===== config.mk =====
export PLATFORM = sky130hd
export DESIGN_NAME = pipe_hazard_ctrl
export DESIGN_NICKNAME = d
export VERILOG_FILES = /design/src/rtl/pipe_ctrl_pkg.sv /design/src/rtl/hazard_detect.sv /design/src/rtl/pipe_hazard_ctrl.sv
export SDC_FILE = /design/constraint.sdc
export NUM_CORES = 1
export LEC_CHECK = 0
export ABC_AREA = 0
export ABC_CLOCK_PERIOD_IN_PS = 3600
export BUFFER_PORTS_ARGS = -buffer_cell sky130_fd_sc_hd__buf_2
export CAP_MARGIN = 0
export CELL_PAD_IN_SITES_DETAIL_PLACEMENT = 2
export CELL_PAD_IN_SITES_GLOBAL_PLACEMENT = 2
export CORE_MARGIN = 2
export CORE_UTILIZATION = 32
export DETAILED_ROUTE_END_ITERATION = 12
export PLACE_DENSITY_LB_ADDON = 0.1
export SETUP_SLACK_MARGIN = 0.5
export SLEW_MARGIN = 15
export SYNTH_ARGS = -nofsm -noshare
export SYNTH_HDL_FRONTEND = slang
export SYNTH_SLANG_ARGS = --single-unit

===== constraint.sdc =====
create_clock -name clk -period 3.6 [get_ports clk]
set_clock_uncertainty 0.2 [all_clocks]
set_input_delay 0.36 -clock clk [delete_from_list [all_inputs] [get_ports clk]]
set_output_delay 0.36 -clock clk [all_outputs]
set_load 0.005 [all_outputs]

===== src/rtl/pipe_ctrl_pkg.sv =====
// Shared types and constants for the pipeline stall/flush sequencer.
package pipe_ctrl_pkg;

    localparam int unsigned REG_W = 5;

    typedef enum logic [1:0] {
        RUN     = 2'd0,
        MEMWAIT = 2'd1,
        EXC     = 2'd2
    } state_t;

    localparam logic [1:0] CAUSE_NONE   = 2'd0;
    localparam logic [1:0] CAUSE_OVF    = 2'd1;
    localparam logic [1:0] CAUSE_MEMTMO = 2'd2;

endpackage


===== src/rtl/hazard_detect.sv =====
// Load-use comparator: a load in EX whose destination is read by the ID instruction.
module hazard_detect
    import pipe_ctrl_pkg::*;
(
    input  logic [REG_W-1:0] id_rs,
    input  logic [REG_W-1:0] id_rt,
    input  logic             id_uses_rt,
    input  logic             ex_memread,
    input  logic             ex_regwr,
    input  logic [REG_W-1:0] ex_rw,
    output logic             load_use
);

    // Register 0 is hardwired, so a load targeting it never creates a hazard.
    always_comb begin
        load_use = ex_memread & ex_regwr & (ex_rw != '0) &
                   ((ex_rw == id_rs) | (id_uses_rt & (ex_rw == id_rt)));
    end

endmodule


===== src/rtl/pipe_hazard_ctrl.sv =====
// Central stall/flush sequencer for the 5-stage pipeline; state advances on negedge clk.
module pipe_hazard_ctrl
    import pipe_ctrl_pkg::*;
#(
    parameter int unsigned TMO_W       = 4,
    parameter int unsigned MEM_TIMEOUT = 15,
    parameter int unsigned STAT_W      = 16
) (
    input  logic              clk,
    input  logic              rst_n,
    input  logic [4:0]        id_rs,
    input  logic [4:0]        id_rt,
    input  logic              id_uses_rt,
    input  logic              ex_memread,
    input  logic [4:0]        ex_rw,
    input  logic              ex_regwr,
    input  logic              branch_taken,
    input  logic              mem_access,
    input  logic              mem_ready,
    input  logic              overflow_mem,
    output logic              pc_en,
    output logic              ifid_en,
    output logic              ifid_flush,
    output logic              idex_flush,
    output logic              exmem_en,
    output logic              exmem_flush,
    output logic              memwb_bubble,
    output logic              pc_sel_exc,
    output logic [1:0]        exc_cause,
    output logic [STAT_W-1:0] stall_cnt
);

    localparam logic [TMO_W-1:0] TMO_LIMIT = TMO_W'(MEM_TIMEOUT);

    state_t           state, state_nxt;
    logic [TMO_W-1:0] wait_cnt, wait_nxt;
    logic [1:0]       cause_nxt;
    logic             load_use;

    hazard_detect u_hazard_detect (
        .id_rs      (id_rs),
        .id_rt      (id_rt),
        .id_uses_rt (id_uses_rt),
        .ex_memread (ex_memread),
        .ex_regwr   (ex_regwr),
        .ex_rw      (ex_rw),
        .load_use   (load_use)
    );

    // Output decode and next-state: exception > memory wait > load-use > branch.
    always_comb begin
        pc_en        = 1'b1;
        ifid_en      = 1'b1;
        ifid_flush   = 1'b0;
        idex_flush   = 1'b0;
        exmem_en     = 1'b1;
        exmem_flush  = 1'b0;
        memwb_bubble = 1'b0;
        pc_sel_exc   = 1'b0;
        state_nxt    = state;
        wait_nxt     = wait_cnt;
        cause_nxt    = exc_cause;

        if (!rst_n) begin
            pc_en        = 1'b0;
            ifid_en      = 1'b0;
            exmem_en     = 1'b0;
            ifid_flush   = 1'b1;
            idex_flush   = 1'b1;
            exmem_flush  = 1'b1;
            memwb_bubble = 1'b1;
            state_nxt    = RUN;
            wait_nxt     = '0;
        end else begin
            case (state)
                RUN: begin
                    if (overflow_mem) begin
                        pc_en        = 1'b0;
                        ifid_flush   = 1'b1;
                        idex_flush   = 1'b1;
                        exmem_flush  = 1'b1;
                        memwb_bubble = 1'b1;
                        state_nxt    = EXC;
                        cause_nxt    = CAUSE_OVF;
                    end else if (mem_access && !mem_ready) begin
                        pc_en        = 1'b0;
                        ifid_en      = 1'b0;
                        exmem_en     = 1'b0;
                        memwb_bubble = 1'b1;
                        state_nxt    = MEMWAIT;
                        wait_nxt     = TMO_W'(1);
                    end else if (load_use) begin
                        pc_en      = 1'b0;
                        ifid_en    = 1'b0;
                        idex_flush = 1'b1;
                    end else if (branch_taken) begin
                        ifid_flush = 1'b1;
                        idex_flush = 1'b1;
                    end
                end
                MEMWAIT: begin
                    if (mem_ready) begin
                        state_nxt = RUN;
                        wait_nxt  = '0;
                    end else begin
                        pc_en        = 1'b0;
                        ifid_en      = 1'b0;
                        exmem_en     = 1'b0;
                        memwb_bubble = 1'b1;
                        if (wait_cnt == TMO_LIMIT) begin
                            state_nxt = EXC;
                            cause_nxt = CAUSE_MEMTMO;
                            wait_nxt  = '0;
                        end else begin
                            wait_nxt = wait_cnt + 1'b1;
                        end
                    end
                end
                EXC: begin
                    pc_sel_exc   = 1'b1;
                    ifid_flush   = 1'b1;
                    idex_flush   = 1'b1;
                    exmem_flush  = 1'b1;
                    memwb_bubble = 1'b1;
                    state_nxt    = RUN;
                    wait_nxt     = '0;
                end
                default: begin
                    state_nxt = RUN;
                    wait_nxt  = '0;
                end
            endcase
        end
    end

    // State, wait counter, sticky cause and saturating stall statistics.
    always_ff @(negedge clk or negedge rst_n) begin
        if (!rst_n) begin
            state     <= RUN;
            wait_cnt  <= '0;
            exc_cause <= CAUSE_NONE;
            stall_cnt <= '0;
        end else begin
            state     <= state_nxt;
            wait_cnt  <= wait_nxt;
            exc_cause <= cause_nxt;
            if (!pc_en && !(&stall_cnt)) begin
                stall_cnt <= stall_cnt + 1'b1;
            end
        end
    end

endmodule


=== After elaboration in Yosys (flattened, before gate mapping) ===
Index checks and enable logic that the tools add are counted.
Widths: inputs -> output; s select.

* Bits in registers: 24
* Bits in latches: 0
* RAM bits: 0
* Memory bits (read-only): 0
* Input port bits: 24
* Output and inout port bits: 26
* Word-level logic and storage cells: 84
* Memories kept: 0

* $add $sub $neg: 2
* $mul: 0
* Div/mod/pow operators: 0
* Magnitude comparators: 0
* Equality and inequality tests: 12
* Shifts and indexed selects: 0
* Mux-type cells: 49
* Bitwise logic cells: 5
* Reductions and logical operators: 12

{| class="wikitable"
|+ Operator list
! cell !! count
|-
| $mux 1 || 27
|-
| $mux 4 || 5
|-
| $add 16x1->16 const B || 1
|-
| $reduce_and 16->1 || 1
|-
| $mux 2 || 7
|-
| $pmux 1 s2 || 6
|-
| $eq 5x5->1 || 2
|-
| $ne 4x4->1 const B || 2
|-
| $pmux 2 s2 || 2
|-
| $pmux 4 s2 || 1
|-
| $ne 2x2->1 const B || 3
|-
| $ne 3x3->1 const B || 2
|-
| $reduce_and 5->1 || 1
|-
| $reduce_bool 5->1 || 1
|-
| $add 4x1->4 const B || 1
|-
| $and 1x1->1 || 4
|-
| $eq 4x4->1 const B || 1
|-
| $reduce_and 2->1 || 2
|-
| $logic_not 1->1 || 3
|-
| $pmux 1 s3 || 1
|-
| $eq 2x1->1 const B || 1
|-
| $eq 2x2->1 const B || 1
|-
| $logic_and 1x1->1 || 2
|-
| $logic_not 2->1 || 1
|-
| 2 further kinds || 2
|}

=== Longest topological paths before layout ===
* Depth in word-level cells: 11
* Depth in mapped cells: 8
* Gate-level depth less buffers: 6

=== Modules after synthesis ===
A second synthesis with hierarchy kept.

* Cells, all modules: 151
* Area, all modules: 1,498.9 um^2

{| class="wikitable"
|+ By module, submodules not included
! module !! times used !! cells an instance !! area an instance (um^2) !! seq. area each (um^2)
|-
| pipe_hazard_ctrl || 1 || 134 || 1,365.1 || 600.6
|-
| hazard_detect || 1 || 17 || 133.9 || 0.0
|}

==> metrics.txt <==
status complete, but fails checks; violated checks setup timing; Die H 73.74 um; Max-slew headroom 46.12%; starting density of the core 33.17%; design area 2718 um^2; TritonCTS clock tree built; sequential group share of total power ~29%; CTS Buf Count 3; nets approximately 300; Worst-Skew Late Latency 290 ps; share of cells above drive strength 1 59.27%; Syn Std Cell Area 1556 um^2; RD Place Congestion 0.8642; Finished Layout Cells 329; DR vias 1,802; RSZ-0062 raised after global routing yes; initial antenna violation count 0; most used cell, CP buf_6; Remaining DRCs 0; synthesis-stage register bit count 24; proportion of netlist area held by the largest area contributor 38.59%; internal power 907.1 uW; sw power 577.2 uW; cells after synthesis 161; final WL roughly 8.3 mm; PwrDens approximately 550 nW/um^2; fin. max-slew vios 0; Max clock buf depth 2; wire per inst 25.36 um; largest net degree at the start of global routing 15; crit path DAT 3420 ps; first-pass GRT wire length 10.94 mm; CP Capture Type primary output; CP delay by family, top flip-flops; number of synthesized flops with an enable pin 0; clock network power share about 17%; Seq/Total Area, Yosys 38.59%; core area 4692 um^2; H-tree depth 1; Final Hold Vio Count 0; min-delay src stall_cnt[7]; Sw Share 38.89%; maxcap violations 0; port bufs 49; Static Leak 1.251 nW; Antenna Nets Post-Route 0; most common cell in the netlist dfrtn_1; PnR worst setup slack -382.8 ps; Top Ports 50; Setup CP Type reg -> out; crit-path cells buf_6, buf_6, a21oi_4, nor2_2, a21oi_2, o21a_1, buf_2; dpl hpwl between 3 and 4 mm; worst r2r src stall_cnt[3]; DR vias/cell 5.477; Combinational Power Share a little over half; CP Max Fanout 6; Worst Path Buf+Inv 3; initial DRC count 65; Peak VDD IR 0.3481 mV; vias in the first global route 1,938; Yosys top cell by area dfrtn_1; GRT Residual Overflow 0; Fin Hold WS 247.9 ps; syn_nets 187; Area Growth Syn to Fin 74.60%; die width 73.74 um; GRT Resource Usage Total 27.07%; First-pass DRT Iterations 4; setup TNS -6910 ps; Ys Warns 0; ys flop type dfrtn_1; CTS Sinks 24; Place WS -523.0 ps; Hold Path Class reg -> reg; CP peak stage delay 480 ps; Clock Root Buffer clkbuf_8; CP max-delay cell dfrtn_1; final setup violation count 24; critical path launch point type register; Antenna Cells 0; Synth cell types 39; post-layout util 57.92%; CP Launch Point state[0]; Worst-path clk slew 60 ps; Post-Place Cells approximately 280; Final Power between 1 and 1.5 mW; asr flop ratio synth 100.0%; Area contributors post-synth dfrtn_1 39%, xor2_1 13%, nor3_4 6.3%; Placement Rows 25; most frequent cells after synthesis 24 x dfrtn_1, 23 x xor2_1, 14 x nand2_1, 12 x nor2_1, 8 x o21ai_0; Critical Path RT 3040 ps; DP Area 2077 um^2; die area 5438 um^2; slew of the pin with the lowest slew margin 808.2 ps; Syn Area/Cell 9.668 um^2
-- registers in the layout (all words and copies together) (netlist names) --
signal and flops:
state 2, wait_cnt 4, exc_cause 2, stall_cnt 16
-- routing by layer --
layer / wire [um] / GRT usage [%]
met4: 276 / 6.667
met3: 287 / 2.881
met2: 4467 / 49.01
met1: 3315 / 34.10
met5: 0 / 0
-- power groups by stage --
stage | Clock, mW | Combinational [mW] | Sequential (mW)
2_1_floorplan | 0 | 0.240 | 0.466
3_3_place_gp | 0 | 0.408 | 0.468
3_5_place_dp | 0 | 0.423 | 0.479
4_1_cts | 0.244 | 0.652 | 0.416
5_1_grt | 0.260 | 0.865 | 0.433
6_report | 0.246 | 0.812 | 0.426
-- worst reg2reg max path: cells and delay by family, from the launching register on --
| kind | cells | cell delay [ps] |
|---|---|---|
| buffers and inverters | 2 | 240 |
| DFF | 1 | 420 |
| muxes | 1 | 330 |
| and+or+nand+nor | 4 | 1490 |
-- final timing paths --
kind | end | slack [ps] | cells past startpoint
hold / removal | stall_cnt[7] | 250 | 1
min in group asynchronous | state[0] | 1520 | 2
setup reg to reg | stall_cnt[1] | 750 | 7
setup / recovery | ifid_en | -380 | 7
max in group asynchronous | exc_cause[0] | 1350 | 3
hold reg to reg | stall_cnt[7] | 250 | 1
-- layout by cell type, fill, tap and decap left out, types with 3 or more instances in the layout --
master / netlist / layout
and3_1: 6 / 5
buf_2: 0 / 44
buf_4: 1 / 53
buf_6: 0 / 15
clkbuf_8: 0 / 3
dfrtn_1: 24 / 24
inv_1: 5 / 5
nand2_1: 14 / 12
nand2b_4: 0 / 3
nand3_1: 7 / 7
nand4_1: 5 / 5
nor2_1: 12 / 6
nor2_2: 2 / 6
nor3_2: 0 / 3
nor3_4: 6 / 8
o21a_1: 4 / 4
o21ai_1: 1 / 6
xor2_1: 23 / 21
-- cell type report --
cell class	instances	area (um^2)
Clock buffer	3	41.29
Tap cell	54	67.56
Inverter	5	18.77
Clock inverter	1	30.03
Sequential cell	24	600.6
Fill cell	464	1974
Multi-Input combinational cell	126	1102
Timing Repair Buffer	116	857.1
-- repair_timing --
action,in CTS,in global routing
buffers inserted,32,15
pin swaps,10,21
hold buffers,0,0
endpoints found under the setup margin,48,48
gates resized for setup,22,30
-- logic make-up after synthesis --
family | synth area share, %
AND/OR/NAND/NOR | 29.58
XOR/XNOR | 13.50
flip-flops | 38.59
AO/OA/AOI/OAI | 10.21
buffers and inverters | 3.939
multiplexers | 2.572
adder cells (fa/ha/maj) | 1.607
Power figures use the tool's default switching activity.
